===== config.mk =====
export PLATFORM = sky130hd
export DESIGN_NAME = finv_sched
export DESIGN_NICKNAME = d
export VERILOG_FILES = /design/src/rtl/finv_sched.sv
export SDC_FILE = /design/constraint.sdc
export NUM_CORES = 1
export LEC_CHECK = 0
export ABC_CLOCK_PERIOD_IN_PS = 7580
export BUFFER_PORTS_ARGS = -buffer_cell sky130_fd_sc_hd__buf_2
export CAP_MARGIN = 10
export CORE_ASPECT_RATIO = 0.5
export CORE_MARGIN = 4
export CORE_UTILIZATION = 60
export DETAILED_ROUTE_END_ITERATION = 8
export GPL_TIMING_DRIVEN = 0
export MAX_ROUTING_LAYER = met4
export PLACE_DENSITY = 0.83
export SLEW_MARGIN = 20
export SYNTH_ARGS = -nofsm -noshare
export SYNTH_HDL_FRONTEND = slang
export SYNTH_SLANG_ARGS = --single-unit

===== constraint.sdc =====
create_clock -name clk -period 7.58 [get_ports clk]
set_input_delay 0.379 -clock clk [delete_from_list [all_inputs] [get_ports clk]]
set_output_delay 0.379 -clock clk [all_outputs]
set_load 0.03 [all_outputs]

===== src/rtl/finv_sched.sv =====
// rtl/finv_sched.sv - round-robin scheduler sharing one pipelined finv unit between two requesters
// Optional perf counters enabled by defining FINV_SCHED_PERF_EN.
module finv_sched #(
    parameter int LATENCY    = 4,
    parameter int FIFO_DEPTH = 8
) (
    input  logic        clk,
    input  logic        rstn,
    input  logic        req0_valid,
    input  logic [31:0] req0_x,
    output logic        req0_ready,
    input  logic        req1_valid,
    input  logic [31:0] req1_x,
    output logic        req1_ready,
    output logic [31:0] fu_x,
    input  logic [31:0] fu_y,
    output logic        resp_valid,
    input  logic        resp_ready,
    output logic        resp_id,
    output logic [31:0] resp_y,
`ifdef FINV_SCHED_PERF_EN
    output logic [31:0] perf_issue,
    output logic [31:0] perf_stall0,
    output logic [31:0] perf_stall1,
`endif
    output logic        busy
);
    localparam int AW = (FIFO_DEPTH > 1) ? $clog2(FIFO_DEPTH) : 1;
    localparam int CW = $clog2(FIFO_DEPTH + 1) + 1;
    localparam logic [CW-1:0] DEPTH_C = CW'(FIFO_DEPTH);

    logic               r_rr;
    logic [LATENCY-1:0] r_pv;
    logic [LATENCY-1:0] r_pid;
    logic [CW-1:0]      r_inflight;
    logic [CW-1:0]      r_count;
    logic [AW-1:0]      r_wr;
    logic [AW-1:0]      r_rd;
    logic [32:0]        r_mem [FIFO_DEPTH];

    logic               w_credit;
    logic               w_g0;
    logic               w_g1;
    logic               w_issue;
    logic               w_cap;
    logic               w_pop;
    logic               w_empty;
    logic [CW-1:0]      w_cnt;

    // Credits cover both in-flight ops and stored results, so a capture can never overflow.
    assign w_cnt    = r_inflight + r_count;
    assign w_credit = rstn & (w_cnt < DEPTH_C);
    assign w_g0     = w_credit & req0_valid & (~req1_valid | ~r_rr);
    assign w_g1     = w_credit & req1_valid & (~req0_valid | r_rr);
    assign w_issue  = w_g0 | w_g1;
    assign w_cap    = r_pv[LATENCY-1];
    assign w_empty  = (r_count == '0);
    assign w_pop    = ~w_empty & resp_ready;

    assign req0_ready = w_g0;
    assign req1_ready = w_g1;
    assign fu_x       = w_g0 ? req0_x : (w_g1 ? req1_x : 32'h0);
    assign resp_valid = ~w_empty;
    assign resp_id    = w_empty ? 1'b0 : r_mem[r_rd][32];
    assign resp_y     = w_empty ? 32'h0 : r_mem[r_rd][31:0];
    assign busy       = (r_inflight != '0) | ~w_empty;

    always_ff @(posedge clk or negedge rstn) begin
        if (!rstn) begin
            r_rr       <= 1'b0;
            r_pv       <= '0;
            r_pid      <= '0;
            r_inflight <= '0;
            r_count    <= '0;
            r_wr       <= '0;
            r_rd       <= '0;
        end else begin
            if (req0_valid & req1_valid & w_credit) begin
                r_rr <= ~r_rr;
            end
            r_pv[0]  <= w_issue;
            r_pid[0] <= w_g1;
            for (int i = 1; i < LATENCY; i++) begin
                r_pv[i]  <= r_pv[i-1];
                r_pid[i] <= r_pid[i-1];
            end
            case ({w_issue, w_cap})
                2'b10:   r_inflight <= r_inflight + CW'(1);
                2'b01:   r_inflight <= r_inflight - CW'(1);
                default: r_inflight <= r_inflight;
            endcase
            case ({w_cap, w_pop})
                2'b10:   r_count <= r_count + CW'(1);
                2'b01:   r_count <= r_count - CW'(1);
                default: r_count <= r_count;
            endcase
            if (w_cap) begin
                r_wr <= r_wr + AW'(1);
            end
            if (w_pop) begin
                r_rd <= r_rd + AW'(1);
            end
        end
    end

    // Storage needs no reset: the head is masked whenever the FIFO is empty.
    always_ff @(posedge clk) begin
        if (w_cap) begin
            r_mem[r_wr] <= {r_pid[LATENCY-1], fu_y};
        end
    end

`ifdef FINV_SCHED_PERF_EN
    logic [31:0] r_perf_issue;
    logic [31:0] r_perf_stall0;
    logic [31:0] r_perf_stall1;

    always_ff @(posedge clk or negedge rstn) begin
        if (!rstn) begin
            r_perf_issue  <= '0;
            r_perf_stall0 <= '0;
            r_perf_stall1 <= '0;
        end else begin
            if (w_issue) begin
                r_perf_issue <= r_perf_issue + 32'd1;
            end
            if (req0_valid & ~w_g0) begin
                r_perf_stall0 <= r_perf_stall0 + 32'd1;
            end
            if (req1_valid & ~w_g1) begin
                r_perf_stall1 <= r_perf_stall1 + 32'd1;
            end
        end
    end

    assign perf_issue  = r_perf_issue;
    assign perf_stall0 = r_perf_stall0;
    assign perf_stall1 = r_perf_stall1;
`endif

endmodule

After elaboration in Yosys (flattened, before gate mapping)
Memories as Yosys holds them, arrays and structs flattened.
Cells that the tools add are included.
Word-level totals
  flip-flop bits (word level): 25
  bits in writable memories: 264
  input bits: 101
  output and inout port bits: 69
  logic and storage cells: 48
  memories: 1
Memory list
  r_mem: words 8, bits a word 33, rd ports 1, clocked after memory_dff 0, write ports 1, line 39  | logic [32:0] r_mem [FIFO_DEPTH];
Cells by class
  add/subtract/negate cells: 7
  magnitude comparators: 1
  equal/unequal tests: 4
  muxes and demuxes: 8
  bitwise logic cells: 16
  reductions and logical operators: 4
Operator list (number)
  two-way mux 32 bit: 3
  case mux 5 bit (2 select lines): 2
  adder 5 x 1 -> 5 bit, second input constant: 2
  subtractor 5 x 1 -> 5 bit, second input constant: 2
  bitwise AND 1 bit: 8
  adder 3 x 1 -> 3 bit, second input constant: 2
  adder 5 bit: 1
  zero test 5 bit: 1
  less-than comparator 5 x 4 -> 1 bit, second input constant: 1
  nonzero test 5 bit: 1
  == test 2 x 1 -> 1 bit, second input constant: 2
  == test 2 bit, second input constant: 2
  inverter 1 bit: 4
  OR 1 bit: 4
  nonzero test 2 bit: 2
  two-way mux 1 bit: 3

Logic depth before layout (Yosys ltp)
  word-level depth: 8
  mapped depth: 14
  depth with buffers taken out: 12

Least setup slack after synthesis
No wires, ideal clock.
  kind: register -> register
  start: register r_pv[3]
  end: memory r_mem[0][0], enable pin
  setup time: 464 ps
  arrival: 2860 ps
  data required time: 7116 ps
  path slack: 4255 ps
  cell stages (with the launch flop): 3
  buffers on the path: 0
  period minus slack after synthesis: 3325 ps
  cell sequence: dfrtp_1 -> nand2b_1 -> nor3_1
Between the ends
  longest elaborated chain between the ends: 2
Ends and longest elaborated chain
  start: declaration: line 33  | logic [LATENCY-1:0] r_pv;
  start signal: indexed assignment: line 84  | r_pv[i] <= r_pv[i-1];
  two-way mux 1 bit: line 108  | if (w_cap) begin
  two-way mux 1 bit (not written as such): line 109  | r_mem[r_wr] <= {r_pid[LATENCY-1], fu_y};
  end: declaration: line 39
No other way between the ends.

Worst setup path in the final report
  start: register r_rd[1]
  end: output resp_y[30]
Between the ends
  longest elaborated chain between the ends: 2
Ends and longest elaborated chain
  start: declaration: line 38  | logic [AW-1:0] r_rd;
  start signal: assignment: line 101  | r_rd <= r_rd + AW'(1);
  memory (8 x 33 bit)
  two-way mux 32 bit: line 65  | assign resp_y = w_empty ? 32'h0 : r_mem[r_rd][31:0];
  end: declaration: line 20  | output logic [31:0] resp_y,
No other way between the ends.

==> results by stage <==
Status:
- The run finished with clean final reports.

Die:
- The effective utilization at floorplan is 62.6%.
- The overall die height is about 110 um.
- The core region is between 15000 and 20000 um2.
- The number of placed I/O pins is 170.
- The row count is 35.
- The die is 206 um wide.
- The area of the die is about 22000 um2.

Setup path:
- The most numerous cell on the critical path is sky130_fd_sc_hd__buf_2.
- At the worst endpoint, the required time is 7.20 ns.
- The maximum single-stage delay on the critical path is around 0.60 ns.
- The slowest library cell on the worst path is sky130_fd_sc_hd__buf_1.
- The cell count of the worst reg-to-reg path is 13.
- The endpoint identified for the worst register-to-register timing path is r_inflight[4]$_DFFE_PN0P_.
- The end point of the critical path is resp_y[30].
- The worst setup path startpoint is r_rd[1]$_DFFE_PN0P_.
- The worst setup path is captured at an output pin.
- For the worst setup path, the data arrival time is 2.90 ns.
- The signal on the critical path passes through buf_2, buf_1, mux4_2, mux2i_1, nor2_1, buf_2.
- In this run the worst path has a maximum fanout of 10.
- The type of element launching the critical path is a register.
- The kind of critical path is reg -> out.
- The slack of the worst reg-to-reg path is 4.35 ns.
- The reg-to-reg critical path startpoint is r_count[2]$_DFFE_PN0P_.

Timing:
- The headroom to the max-slew limit is between 30% and 40%.
- Setup repair after global routing left no endpoint under its margin.
- For the final routed database, the setup TNS stands at 0 ns.
- The hold violation total from the final report is 0.
- On the final layout, the worst clock skew is about 0.017 ns.
- The share of the clock period used by the worst path after layout is 43.3%.
- The final setup violation count is 0.
- The transition time of the tightest slew-check pin is between 0.9 and 1 ns.
- The total count of max-transition violations in the final report came to 0.
- The minimum period implied by the final worst setup slack is between 3 and 4 ns.
- Based on the critical path, the design can be clocked at up to between 0.3 and 0.4 GHz.

Global routing:
- Summed over all layers, the global routing overflow is 0.
- The via count of the first global-routing pass is between 7000 and 8000.
- The largest net degree at the start of global routing is 27.
- The global-route wire length before repair is around 44000 um.
- Global routing used between 20% and 30% of the available tracks.
- The initial antenna violation count came to 5.

Run:
- The max-capacitance violation count is 0.

Power:
- The power per cell area is about 390 nW/um2.
- The net switching power is 0.00203 W.
- In this run switching power makes up about 37% of total power.
- The post-layout total power is 0.00548 W.
- The clock power share is a little over a fifth.
- The combinational cell fraction of total power is 41.3%.
- The internal power contribution is 0.00345 W.
- IR analysis of the VDD net gives a maximum drop of approximately 0.23 mV.
- The sequential group share of total power is a little under two fifths.
- In this run the static leakage power is slightly above 5 nW.

Clocking:
- The latest clock arrival within the worst-skew pair is between 0.5 and 0.6 ns.
- The root buffer cell is sky130_fd_sc_hd__clkbuf_16.
- In this run the post-CTS setup repair buffer count came out at 0.
- Gates resized during post-CTS repair numbered 0.
- In this run the number of H-tree levels came out at 1.
- Clock-pin slew was measured on the worst setup and hold paths at 0.07 ns.
- TritonCTS built the clock tree.
- The maximum number of buffers from clock root to sink is 3.
- The clock sink count is between 200 and 300.
- Buffers inserted to repair hold after CTS numbered 1.
- The number of CTS-inserted buffers is 25.

Worst hold path:
- Along the worst hold path, the cell count comes to 1.
- The path class of the tightest hold or removal check is in -> reg.
- The hold path startpoint is fu_y[6].

Route:
- The remaining routing DRC violations is 0.
- Using the TritonRoute via totals, the vias-per-cell ratio works out to about 6.2.
- The average detailed-routed wire length per instance is around 26 um.
- After the first detailed-routing iteration, the DRC count stood at 691.
- The vias after detailed routing is 6922.
- The pre-antenna-repair detailed-routing pass consisted of 5 iterations.
- The total length of routed wires is between 20000 and 30000 um.
- The number of nets with antenna violations after routing is 0.

Layout:
- The area added between synthesis and finish is 19.1%.
- The share of the core filled with cells is 74.6%.
- The post-route non-filler standard cell count is 1124.
- The library cells used most frequently in the layout, excluding fill and tap cells, are 264 x sky130_fd_sc_hd__edfxtp_1, 174 x sky130_fd_sc_hd__buf_2, 69 x sky130_fd_sc_hd__nor2_1, 66 x sky130_fd_sc_hd__mux4_2, 34 x sky130_fd_sc_hd__mux2i_1.
- The number of nets at the end of the flow is ~960.
- Of the cells placed in the final design, the portion with a size suffix greater than 1 is 36.2%.
- Leaving out fill and tap cells, the most frequent cell in the layout is sky130_fd_sc_hd__edfxtp_1.

Logic synthesis:
- Summing the sequential cell areas from Yosys gives 72.4% of the chip area.
- The synthesized design spends more area on one cell type than any other, namely sky130_fd_sc_hd__edfxtp_1.
- The cell count after synthesis is roughly 630.
- The per-instance average area after synthesis is roughly 19 um2.
- Of the post-synthesis cell area, the dominant cell type holds ~67%.
- The number of distinct library cells after synthesis is 40.
- The synthesized netlist occupies a cell area of 11800 um2.
- After synthesis the netlist holds a flip-flop and latch count of 289.
- By area the synthesized netlist is led by sky130_fd_sc_hd__edfxtp_1 67%, sky130_fd_sc_hd__mux4_2 13%, sky130_fd_sc_hd__dfrtp_1 5.3%.
- Counting every net in the synthesized netlist gives about 740.
- Yosys printed 0 warnings.

Place:
- Summed over all nets, the half-perimeter wirelength after detailed placement is roughly 19000 um.
- The final weighted congestion in routability-driven placement is about 0.94.
- The cell count after placement is ~1100.
- The count of buffers added on input and output ports is roughly 170.
## power groups by stage
stage	combinational, W	sequential, W	clock, W
CTS	0.00228	0.00203	0.00119
global route	0.00242	0.00204	0.00127
detailed placement	0.00224	0.00205	0
global placement	0.00213	0.00205	0
floorplan	0.00162	0.00202	0
finish	0.00226	0.00203	0.00119
## worst min-delay path by stage
stage,end
final,r_mem[0][6]$_DFFE_PP_
after global routing,r_mem[2][10]$_DFFE_PP_
after CTS,r_mem[0][6]$_DFFE_PP_
after detailed placement,r_pv[1]$_DFF_PN0_
after global placement,r_pid[2]$_DFF_PN0_
after floorplan,r_count[0]$_DFFE_PN0P_
## routing by layer
metal  vias up  track usage (%)  share of wire [%]
met1      3502             35.8                 38
met5         -                -                  0
met4         0             9.30                3.6
li1       2932                -                  -
met3        76             4.90                7.9
met2       412             45.0                 50
## layout make-up
class                           count  area, um2
Sequential cell                   289       8550
Clock buffer                       32        652
Fill cell                        1093       4800
Clock inverter                     12       81.3
Timing Repair Buffer              187       1140
Buffer                             38        186
Tap cell                          259        324
Inverter                            9       33.8
Multi-Input combinational cell    293       3090
Antenna cell                        5       12.5
## synthesized netlist by cell type, drive strengths merged
| master | instances |
|---|---|
| buf | 16 |
| nand2 | 9 |
| a22oi | 33 |
| clkbuf | 22 |
| and2 | 2 |
| dfrtp | 25 |
| mux4 | 66 |
| mux2 | 3 |
| a21oi | 5 |
| ha | 13 |
| inv | 9 |
| nor3 | 5 |
| nor3b | 1 |
| or3b | 1 |
| o21a | 1 |
| a211oi | 1 |
| xnor2 | 8 |
| a31oi | 1 |
| fa | 1 |
| nand3 | 2 |
| nand4 | 1 |
| or2 | 1 |
| mux2i | 34 |
| nor2 | 76 |
| nand2b | 4 |
| xnor3 | 1 |
| o21ai | 6 |
| a21boi | 2 |
| and4 | 1 |
| a21o | 2 |
| xor2 | 9 |
| nor2b | 3 |
| edfxtp | 264 |
| o22ai | 1 |
## stage by stage
step                cell area, um2  worst slack (ns)  hold WS [ns]
detailed placement           13300              4.35         0.339
global route                 14100              4.10         0.125
global placement             13000              2.07         0.332
finish                       14100              4.30         0.126
CTS                          14100              4.28         0.118
floorplan                    11800              4.26        0.0834
## sequential cells by signal (all words and copies together) (netlist names)
name / cells
r_count: 5
r_inflight: 5
r_mem: 264
r_pid: 4
r_pv: 4
r_rd: 3
r_rr: 1
r_wr: 3
## cells by family after synthesis
group | after synthesis | synth area share [%]
XOR/XNOR | 18 | 1.45
adder cells (fa/ha/maj) | 14 | 1.55
multiplexers | 103 | 15.8
buffers and inverters | 47 | 1.86
flip-flops | 289 | 72.4
AND/OR/NAND/NOR | 106 | 3.83
AO/OA/AOI/OAI | 52 | 3.15
## critical path, delay by kind of cell (launching register included)
kind | cells | cell delay [ns]
and+or+nand+nor | 1 | 0.10
buffers and inverters | 3 | 1.19
DFF | 1 | 0.50
muxes | 2 | 0.59
(Power assumes the default switching activity.)
